## src/rtl/file_stream_arb_pkg.sv

```systemverilog
// Shared file-access definitions: FSM encoding and default chunk/timeout sizes
// for the two-client streaming file arbiter.
package file_stream_arb_pkg;

  typedef enum logic [1:0] {
    ST_IDLE   = 2'd0,
    ST_ISSUE  = 2'd1,
    ST_STREAM = 2'd2,
    ST_DONE   = 2'd3
  } fsa_state_e;

  localparam int unsigned CHUNK_LEN_DEF = 1024;
  localparam int unsigned TIMEOUT_DEF   = 16777215;
  localparam int unsigned BCNT_W        = 11;

endpackage

```

## src/rtl/file_stream_arb_rr.sv

```systemverilog
// Two-way round-robin arbiter: the client not granted last wins a tie.
// The pointer doubles as "currently granted client" once a grant is taken.
module file_rr_arb2 (
  input  logic       clk,
  input  logic       resetq,
  input  logic [1:0] valid_i,
  input  logic       advance_i,
  output logic [1:0] grant_o,
  output logic       last_o
);

  logic last_q, last_d;

  always_comb begin
    grant_o = valid_i;
    if (valid_i == 2'b11) begin
      grant_o = last_q ? 2'b01 : 2'b10;
    end
  end

  always_comb begin
    last_d = last_q;
    if (advance_i && (grant_o != 2'b00)) begin
      last_d = grant_o[1];
    end
  end

  always_ff @(posedge clk or negedge resetq) begin
    if (!resetq) begin
      last_q <= 1'b1;
    end else begin
      last_q <= last_d;
    end
  end

  assign last_o = last_q;

endmodule

```

## src/rtl/file_stream_arb.sv

```systemverilog
// Arbitrates two clients onto one streaming file reader: issues the request,
// routes each returned byte to the granted client, and aborts on idle timeout.
//
// state     | meaning
// ST_IDLE   | waiting for a client request; arbiter picks one
// ST_ISSUE  | f_req_valid held with latched offset until f_req_ready
// ST_STREAM | forwarding bytes to the granted client, byte and idle counters live
// ST_DONE   | one-cycle chunk-complete pulse, then back to idle
module file_stream_arb
  import file_stream_arb_pkg::*;
#(
  parameter int unsigned CHUNK_LEN = CHUNK_LEN_DEF,
  parameter int unsigned TIMEOUT   = TIMEOUT_DEF
) (
  input  logic        clk,
  input  logic        resetq,
  input  logic        c0_req_valid,
  input  logic [31:0] c0_req_offset,
  output logic        c0_req_ready,
  output logic [7:0]  c0_data,
  output logic        c0_data_valid,
  output logic        c0_done,
  output logic        c0_error,
  input  logic        c1_req_valid,
  input  logic [31:0] c1_req_offset,
  output logic        c1_req_ready,
  output logic [7:0]  c1_data,
  output logic        c1_data_valid,
  output logic        c1_done,
  output logic        c1_error,
  output logic        f_req_valid,
  output logic [31:0] f_req_offset,
  input  logic        f_req_ready,
  input  logic [7:0]  f_data,
  input  logic        f_data_avail,
  output logic        busy,
  output logic        stray
);

  localparam int TMR_W = $clog2(TIMEOUT + 1);
  localparam logic [BCNT_W-1:0] LAST_CNT = BCNT_W'(CHUNK_LEN - 1);
  localparam logic [TMR_W-1:0]  TMR_LOAD = TMR_W'(TIMEOUT);

  fsa_state_e        state_q, state_d;
  logic [31:0]       off_q, off_d;
  logic [BCNT_W-1:0] cnt_q, cnt_d;
  logic [TMR_W-1:0]  tmr_q, tmr_d;
  logic [7:0]        data_q, data_d;
  logic [1:0]        dv_q, dv_d;
  logic [1:0]        err_q, err_d;
  logic              stray_q, stray_d;

  logic [1:0] rr_grant;
  logic       rr_last;
  logic [1:0] gsel_onehot;

  file_rr_arb2 u_rr (
    .clk       (clk),
    .resetq    (resetq),
    .valid_i   ({c1_req_valid, c0_req_valid}),
    .advance_i (state_q == ST_IDLE),
    .grant_o   (rr_grant),
    .last_o    (rr_last)
  );

  // After a grant the arbiter pointer holds the client being served.
  assign gsel_onehot = rr_last ? 2'b10 : 2'b01;

  always_comb begin
    state_d = state_q;
    off_d   = off_q;
    cnt_d   = cnt_q;
    tmr_d   = tmr_q;
    data_d  = data_q;
    dv_d    = 2'b00;
    err_d   = 2'b00;
    stray_d = stray_q;

    if (f_data_avail && (state_q != ST_STREAM)) begin
      stray_d = 1'b1;
    end

    case (state_q)
      ST_IDLE: begin
        if (rr_grant != 2'b00) begin
          off_d   = rr_grant[1] ? c1_req_offset : c0_req_offset;
          state_d = ST_ISSUE;
        end
      end
      ST_ISSUE: begin
        if (f_req_ready) begin
          cnt_d   = '0;
          tmr_d   = TMR_LOAD;
          state_d = ST_STREAM;
        end
      end
      ST_STREAM: begin
        if (f_data_avail) begin
          data_d = f_data;
          dv_d   = gsel_onehot;
          tmr_d  = TMR_LOAD;
          if (cnt_q == LAST_CNT) begin
            state_d = ST_DONE;
          end else begin
            cnt_d = cnt_q + 1'b1;
          end
        end else if (tmr_q == TMR_W'(1)) begin
          err_d   = gsel_onehot;
          state_d = ST_IDLE;
        end else begin
          tmr_d = tmr_q - 1'b1;
        end
      end
      ST_DONE: begin
        state_d = ST_IDLE;
      end
      default: begin
        state_d = ST_IDLE;
      end
    endcase
  end

  always_ff @(posedge clk or negedge resetq) begin
    if (!resetq) begin
      state_q <= ST_IDLE;
      off_q   <= '0;
      cnt_q   <= '0;
      tmr_q   <= '0;
      data_q  <= '0;
      dv_q    <= '0;
      err_q   <= '0;
      stray_q <= 1'b0;
    end else begin
      state_q <= state_d;
      off_q   <= off_d;
      cnt_q   <= cnt_d;
      tmr_q   <= tmr_d;
      data_q  <= data_d;
      dv_q    <= dv_d;
      err_q   <= err_d;
      stray_q <= stray_d;
    end
  end

  // Ready is combinational from the IDLE grant, so it is forced low during reset.
  assign c0_req_ready  = resetq && (state_q == ST_IDLE) && rr_grant[0];
  assign c1_req_ready  = resetq && (state_q == ST_IDLE) && rr_grant[1];
  assign f_req_valid   = (state_q == ST_ISSUE);
  assign f_req_offset  = off_q;
  assign c0_data       = data_q;
  assign c1_data       = data_q;
  assign c0_data_valid = dv_q[0];
  assign c1_data_valid = dv_q[1];
  assign c0_done       = (state_q == ST_DONE) && !rr_last;
  assign c1_done       = (state_q == ST_DONE) && rr_last;
  assign c0_error      = err_q[0];
  assign c1_error      = err_q[1];
  assign busy          = (state_q != ST_IDLE);
  assign stray         = stray_q;

endmodule

```

## config.mk

```make
export PLATFORM = sky130hd
export DESIGN_NAME = file_stream_arb
export DESIGN_NICKNAME = d
export VERILOG_FILES = /design/src/rtl/file_stream_arb_pkg.sv /design/src/rtl/file_stream_arb_rr.sv /design/src/rtl/file_stream_arb.sv
export SDC_FILE = /design/constraint.sdc
export NUM_CORES = 1
export LEC_CHECK = 0
export ABC_AREA = 1
export CORE_ASPECT_RATIO = 1.4
export CORE_MARGIN = 3
export CORE_UTILIZATION = 45
export DETAILED_ROUTE_END_ITERATION = 10
export DONT_BUFFER_PORTS = 1
export GPL_TIMING_DRIVEN = 0
export PLACE_DENSITY = 0.65
export SYNTH_ARGS = -nofsm -noshare
export SYNTH_HDL_FRONTEND = slang
export SYNTH_SLANG_ARGS = --single-unit
```

## constraint.sdc

```tcl
create_clock -name clk -period 1.7 [get_ports clk]
set_clock_uncertainty 0.05 [all_clocks]
set_input_delay 0.425 -clock clk [delete_from_list [all_inputs] [get_ports clk]]
set_output_delay 0.425 -clock clk [all_outputs]
set_load 0.03 [all_outputs]
```

==> out/qor.yml, run 1 <==
detailed_routing:
  vias: 4129
  drc: 0
  dr.pass1.iters: 6
  vias_per_cell: 5.43
  drtIter0Drc: 215
  drt-total-wl_mm: 12.8
  final_antenna_net_count: 0
  wl_per_cell_um: 16.8
yosys:
  syn-instance-count: 587
  async_flop_share_pct: 100
  synth_edf_count: 0
  postSynthAreaPerCell_um2: 7.50
  synth.top_cell.area_share_pct: 46.6
  synth-seq-area-share_pct: 47.2
  synth_top_cell_by_area: "dfrtp_1"
  yosysWarnings: 0
  syn-num-nets: 668
  synth_top_cells_by_area: "dfrtp_1, nand2_1, nor2_1"
  synth_cell_types: 34
  synth_flop_cell: "dfrtp_1"
  ys_seq_elements: 83
  synth_area_um2: 4400
placement:
  place_area_um2: 4620
  port_buffers: 0
  hpwl_mm: 8.67
  place.gp.congestion: 0.889
  pre_cts_slack_ps: -269
global_route:
  grt-ovfl-total: 0
  first_global_vias: 4103
  track_usage_pct: 23.0
  grt_max_degree: 85
  antenna_found_initial: 0
  grt_pass1_wl_mm: 19.6
hold_path:
  min_path_type: "input port to asynchronous set/reset pin"
floorplan:
  die_area_um2: 11000
  core-area_um2: 9510
  rows: 42
  die_w_um: 89.6
  ios: 137
  die_y_um: 123
  start_util_pct: 46.3
sta:
  timing.hold.ws_ps: -276
  setup_viol: 17
  grt_setup_unrepaired: "true"
  setup_ws_ps: -409
  maxSlewViolCount: 0
  slew_headroom_pct: 59.7
  fmax_mhz: 474
  worst_slew_pin_slew_ps: 605
  final.setup.tns_ps: -1590
  layout_min_cycle_time_ps: 2110
  hold_viol_final: 83
  period_share_pct: 124
clocking:
  cts_sinks: 83
  clock_latency_ps: 340
  numCtsBuffers: 9
  clk_pin_slew_ps: 70
  cts.path.max_buffers: 2
  cts-root-buf: "clkbuf_16"
  cts_tree: "built"
  h-tree-depth: 3
worst_setup_path:
  critPathTopFamily: "compound AO/OA/AOI/OAI gates"
  startpoint_type: "register"
  cp_data_required_time_ps: 1220
  cpPeakStageDelay_ps: 590
  rr_startpoint: "state_q[1]$_DFFE_PN0P_"
  path_buf_inv: 1
  startpoint: "u_rr.last_o$_DFFE_PN1P_"
  crit_type: "register to output pin"
  r2r_slack_ps: -60
  crit_path_max_fanout: 3
  slowest_stage: "a2111oi_4"
  path_cells: "clkinvlp_4 > a2111oi_4"
  cp-end-kind: "output pin"
  worst_ep_arrival_time_ps: 1630
finish:
  antenna_cells: 0
  syn2layout_area_growth_pct: 27.0
  drive_gt1_share_pct: 24.0
  fill_cells: 825
  nNetsFinal: 704
  design_area_um2: 5590
status:
  status: "finished, violations left"
  violations: "hold timing, setup timing"
power:
  pwr-share-comb_pct: 40.6
  p_seq_share_pct: 41.0
  irDropWorstVdd_mv: 1.22
  switching_share_pct: 48.0
  p_leak_uw: 0.00250
  p_total_uw: 10800
  powerDensity_nw_per_um2: 1930
  internal_power_uw: 5620
  switchingPower_uw: 5180
  clkPwrFrac_pct: 18.4
run:
  maxCapViolCount: 0
-- placed cells by master, fill, tap and decap left out, types with 9 or more instances in the layout --
cell,n
nand2_1,154
dfrtp_1,76
nor2_1,58
o21ai_0,41
inv_1,40
nand3_1,40
buf_4,29
a31oi_1,21
nor2_4,18
o21ai_1,14
clkbuf_16,13
nor2_2,10
nand4_1,9
-- layer usage --
metal | share of wire (%) | up-vias | global-route usage [%] | routed length (um)
met4 | 3.5 | 0 | 8.75 | 452
met2 | 53 | 149 | 39.9 | 6790
met1 | 36 | 1969 | 25.4 | 4610
li1 | - | 1979 | - | -
met3 | 7.4 | 32 | 8.13 | 948
met5 | 0 | - | 0 | 0
-- cell families after synthesis --
family | Yosys count | synth area share (%)
AO/OA/AOI/OAI | 96 | 11.9
XOR/XNOR | 3 | 0.597
adder cells (fa/ha/maj) | 3 | 0.852
buffers and inverters | 79 | 8.21
flip-flops | 83 | 47.2
AND/OR/NAND/NOR | 323 | 31.3
-- through the flow --
step                      cells  util [%]  hold WS, ps
after floorplan             587         -         79.4
after global placement      719      48.5         82.5
after detailed placement    719      48.5         83.5
after CTS                   740      54.1         -285
after global routing        760      58.8         -296
final                       760      58.8         -276
-- flip-flops by register name (all words and copies together), names as in the netlist --
name          flops
err_q             2
c0_data           8
state_q           2
tmr_q            24
f_req_offset     32
cnt_q            11
u_rr.last_o       1
stray             1
dv_q              2
-- worst reg2reg max path, stage by stage (launching register included) --
cell and delay (ps):
dfrtp_2 440, buf_6 140, nor2_4 280, nand2_4 90, nand2_4 110, inv_8 70
nand2_8 120, clkbuf_16 160, nand2_1 50, nand2_1 50, nand3_1 70
-- cells in the mapped netlist (8+ instances only) --
| cell type | count |
|---|---|
| inv_1 | 45 |
| dfrtp_1 | 82 |
| nand4_1 | 9 |
| o21ai_0 | 42 |
| o21ai_1 | 20 |
| buf_4 | 8 |
| nor2_1 | 77 |
| nand2_1 | 164 |
| nor3_1 | 8 |
| a31oi_1 | 22 |
| nand3_1 | 46 |
| clkbuf_1 | 12 |
-- cell type report --
type | count | area [um2] | share of cell area (%)
buffer | 30 | 241 | 4.32
clock buffer | 9 | 225 | 4.03
clock inverter | 7 | 76.3 | 1.36
inverter | 49 | 203 | 3.62
multi-input combinational | 426 | 2360 | 42.2
sequential | 83 | 2090 | 37.3
tap | 132 | 165 | 2.95
timing repair buffer | 24 | 236 | 4.23
-- worst paths after layout --
path | depth (start not counted) | end
min in group clk | 2 | c0_data[1]$_DFFE_PN0P_
setup / recovery | 2 | c0_req_ready
hold / removal | 0 | stray$_DFFE_PN0P_
hold reg to reg | 2 | tmr_q[23]$_DFFE_PN0P_
max in group asynchronous | 0 | u_rr.last_o$_DFFE_PN1P_
setup reg to reg | 10 | tmr_q[15]$_DFFE_PN0P_
-- timing repair --
item	4_1_cts	5_1_grt
cloned	0	4
pin swaps	9	19
endpoints found under the setup margin	71	70
buffers inserted	5	16
resized for setup	52	73
endpoints found under the hold margin	83	83
-- power by group through the flow --
stage / clock network [uW] / registers, uW / logic [uW]
floorplan: 0 / 4140 / 2570
global placement: 0 / 4350 / 3120
detailed placement: 0 / 4360 / 3200
CTS: 2000 / 4370 / 3560
global route: 2120 / 4510 / 4810
finish: 1980 / 4430 / 4390
(Power assumes the default switching activity.)
==> run 2: changes to the inputs <==
- REMOVE_ABC_BUFFERS: default -> 1
==> out/qor.yml, run 2 (synthesis results as in run 1) <==
placement:
  hpwl_mm: 7.71  # -11%
  pre_cts_slack_ps: -1460  # -1200 ps
  place.gp.congestion: 0.885  # -0.44%
  port_buffers: 0  # unchanged
global_route:
  first_global_vias: 3973  # -3.2%
  grt_max_degree: 85  # unchanged
  track_usage_pct: 23.2  # +0.14 points
  grt-ovfl-total: 0  # unchanged
  grt_pass1_wl_mm: 19.5  # -0.14%
  antenna_found_initial: 0  # unchanged
clocking:
  cts_sinks: 83  # unchanged
  clock_latency_ps: 340  # about the same
  cts-root-buf: "clkbuf_16"
  clk_pin_slew_ps: 70  # about the same
  numCtsBuffers: 9  # unchanged
  cts.path.max_buffers: 2  # unchanged
  cts_tree: "built"
  h-tree-depth: 3  # unchanged
floorplan:
  rows: 42  # unchanged
  die_area_um2: 11000  # unchanged
  die_w_um: 89.6  # unchanged
  core-area_um2: 9510  # unchanged
  ios: 137  # unchanged
  start_util_pct: 46.3  # unchanged
  die_y_um: 123  # unchanged
detailed_routing:
  final_antenna_net_count: 0  # unchanged
  dr.pass1.iters: 6  # unchanged
  drtIter0Drc: 289  # +34%
  wl_per_cell_um: 18.6  # +10%
  drt-total-wl_mm: 14.4  # +12%
  drc: 0  # unchanged
  vias_per_cell: 5.78  # +6.4%
  vias: 4487  # +8.7%
run:
  maxCapViolCount: 0  # unchanged
worst_setup_path:
  cpPeakStageDelay_ps: 610  # +20 ps
  cp-end-kind: "output pin"
  rr_endpoint: "f_req_offset[26]$_DFFE_PN0P_"
  r2r_cells: 5  # -5
  r2r_slack_ps: -310  # -250 ps
  startpoint: "state_q[0]$_DFFE_PN0P_"
  worst_ep_arrival_time_ps: 1900  # +270 ps
  startpoint_type: "register"
  rr_startpoint: "state_q[0]$_DFFE_PN0P_"
  crit_type: "register to output pin"
  cp_data_required_time_ps: 1220  # about the same
  slowest_stage: "nor3_2"
  path_cells: "nor2_4 > clkinvlp_4 > nor3_2"
  crit_path_max_fanout: 6  # +3
sta:
  timing.hold.ws_ps: -273  # +2.97 ps
  period_share_pct: 140  # +16 points
  layout_min_cycle_time_ps: 2380  # +266 ps
  fmax_mhz: 421  # -11%
  maxSlewViolCount: 0  # unchanged
  grt_setup_unrepaired: "true"
  setup_ws_ps: -676  # -266 ps
  setup_viol: 55  # +38
  worst_slew_pin_slew_ps: 776  # +171 ps
  slew_headroom_pct: 48.2  # -11 points
  hold_viol_final: 83  # unchanged
finish:
  nNetsFinal: 720  # +2.3%
  drive_gt1_share_pct: 29.2  # +5.1 points
  largest_reg_flops: 32  # unchanged
  multi_input_area_um2: 2590  # +9.8%
  final_cell_mix: "nand2_1, dfrtp_1, nor2_1"
  antenna_cells: 0  # unchanged
  mostFrequentLayoutCell: "nand2_1"
  syn2layout_area_growth_pct: 34.3
  final-seq-area_um2: 2080  # -0.12%
  fill_cells: 760  # -7.9%
hold_path:
  min_path_type: "input port to asynchronous set/reset pin"
power:
  p_leak_uw: 0.00255  # +1.9%
  irDropWorstVdd_mv: 1.13  # -7.6%
  switching_share_pct: 50.1  # +2.2 points
  switchingPower_uw: 5700  # +10%
  pwr-share-comb_pct: 41.6  # +1.0 points
  p_seq_share_pct: 40.4  # -0.6 points
  internal_power_uw: 5670  # +0.80%
  powerDensity_nw_per_um2: 1920  # -0.54%
  clkPwrFrac_pct: 17.9  # -0.5 points
status:
  status: "finished, violations left"
  violations: "hold timing, setup timing"
==> run 2: cell count changes in the layout (fill, tap and decap cells not counted), moves of 5 or more <==
cell / delta
clkinvlp_4: +5
o21ai_0: -8
buf_2: -6
nor2_1: -12
buf_4: +14
o21ai_1: +6
nor2_2: +10
nand2_8: +10
==> run 2: worst max path at each step <==
stage	end	depth (start not counted)
4_1_cts	c0_req_ready	3
3_5_place_dp	f_req_offset[18]$_DFFE_PN0P_	5
2_1_floorplan	c0_req_ready	3
3_3_place_gp	c0_req_ready	3
5_1_grt	c1_req_ready	3
6_report	c1_req_ready	3
==> run 2: power groups by stage <==
stage,Clock (uW),Combinational (uW),Sequential (uW)
after floorplan,0,1950,4330
after global placement,0,2390,4530
after detailed placement,0,2520,4510
after CTS,2060,3190,4520
after global routing,2150,5110,4680
final,2040,4730,4600
==> run 2: layout make-up <==
type,instances,area share (%)
multi-input combinational,435,43.8
sequential,83,35.2
timing repair buffer,56,8.57
inverter,49,3.87
clock buffer,9,3.81
tap,132,2.79
clock inverter,7,1.42
timing repair inverter,5,0.529
==> run 2: per-stage QoR <==
step                      instances  setup TNS [ps]  utilization (%)  power [uW]  area, um2
final                           776          -10910             62.2       11400       5910
after global routing            776          -15560             62.2       11900       5910
after CTS                       727          -15700             53.3        9760       5070
after detailed placement        689          -71670             46.2        7040       4400
after global placement          689          -68390             46.2        6920       4390
after floorplan                 557          -24290                -        6290       4230
==> run 2: routing by layer <==
layer,vias up,wire (um),global-route usage [%]
met5,-,0,0
met4,0,686,9.03
met3,59,1050,5.47
met2,244,7600,40.5
met1,2150,5060,26.8
li1,2034,-,-
==> run 2: timing repair <==
item | CTS | global route
cloned | 6 | 10
gates resized for setup | 44 | 116
pin swaps | 6 | 33
setup endpoints to repair | 85 | 76
hold endpoints to repair | 83 | 83
buffers inserted | 16 | 40
==> run 2: worst max-delay path, delay by kind of cell (launching register included) <==
kind,cells,cell delay [ps]
and+or+nand+nor,2,770
buffers and inverters,1,370
DFF,1,410
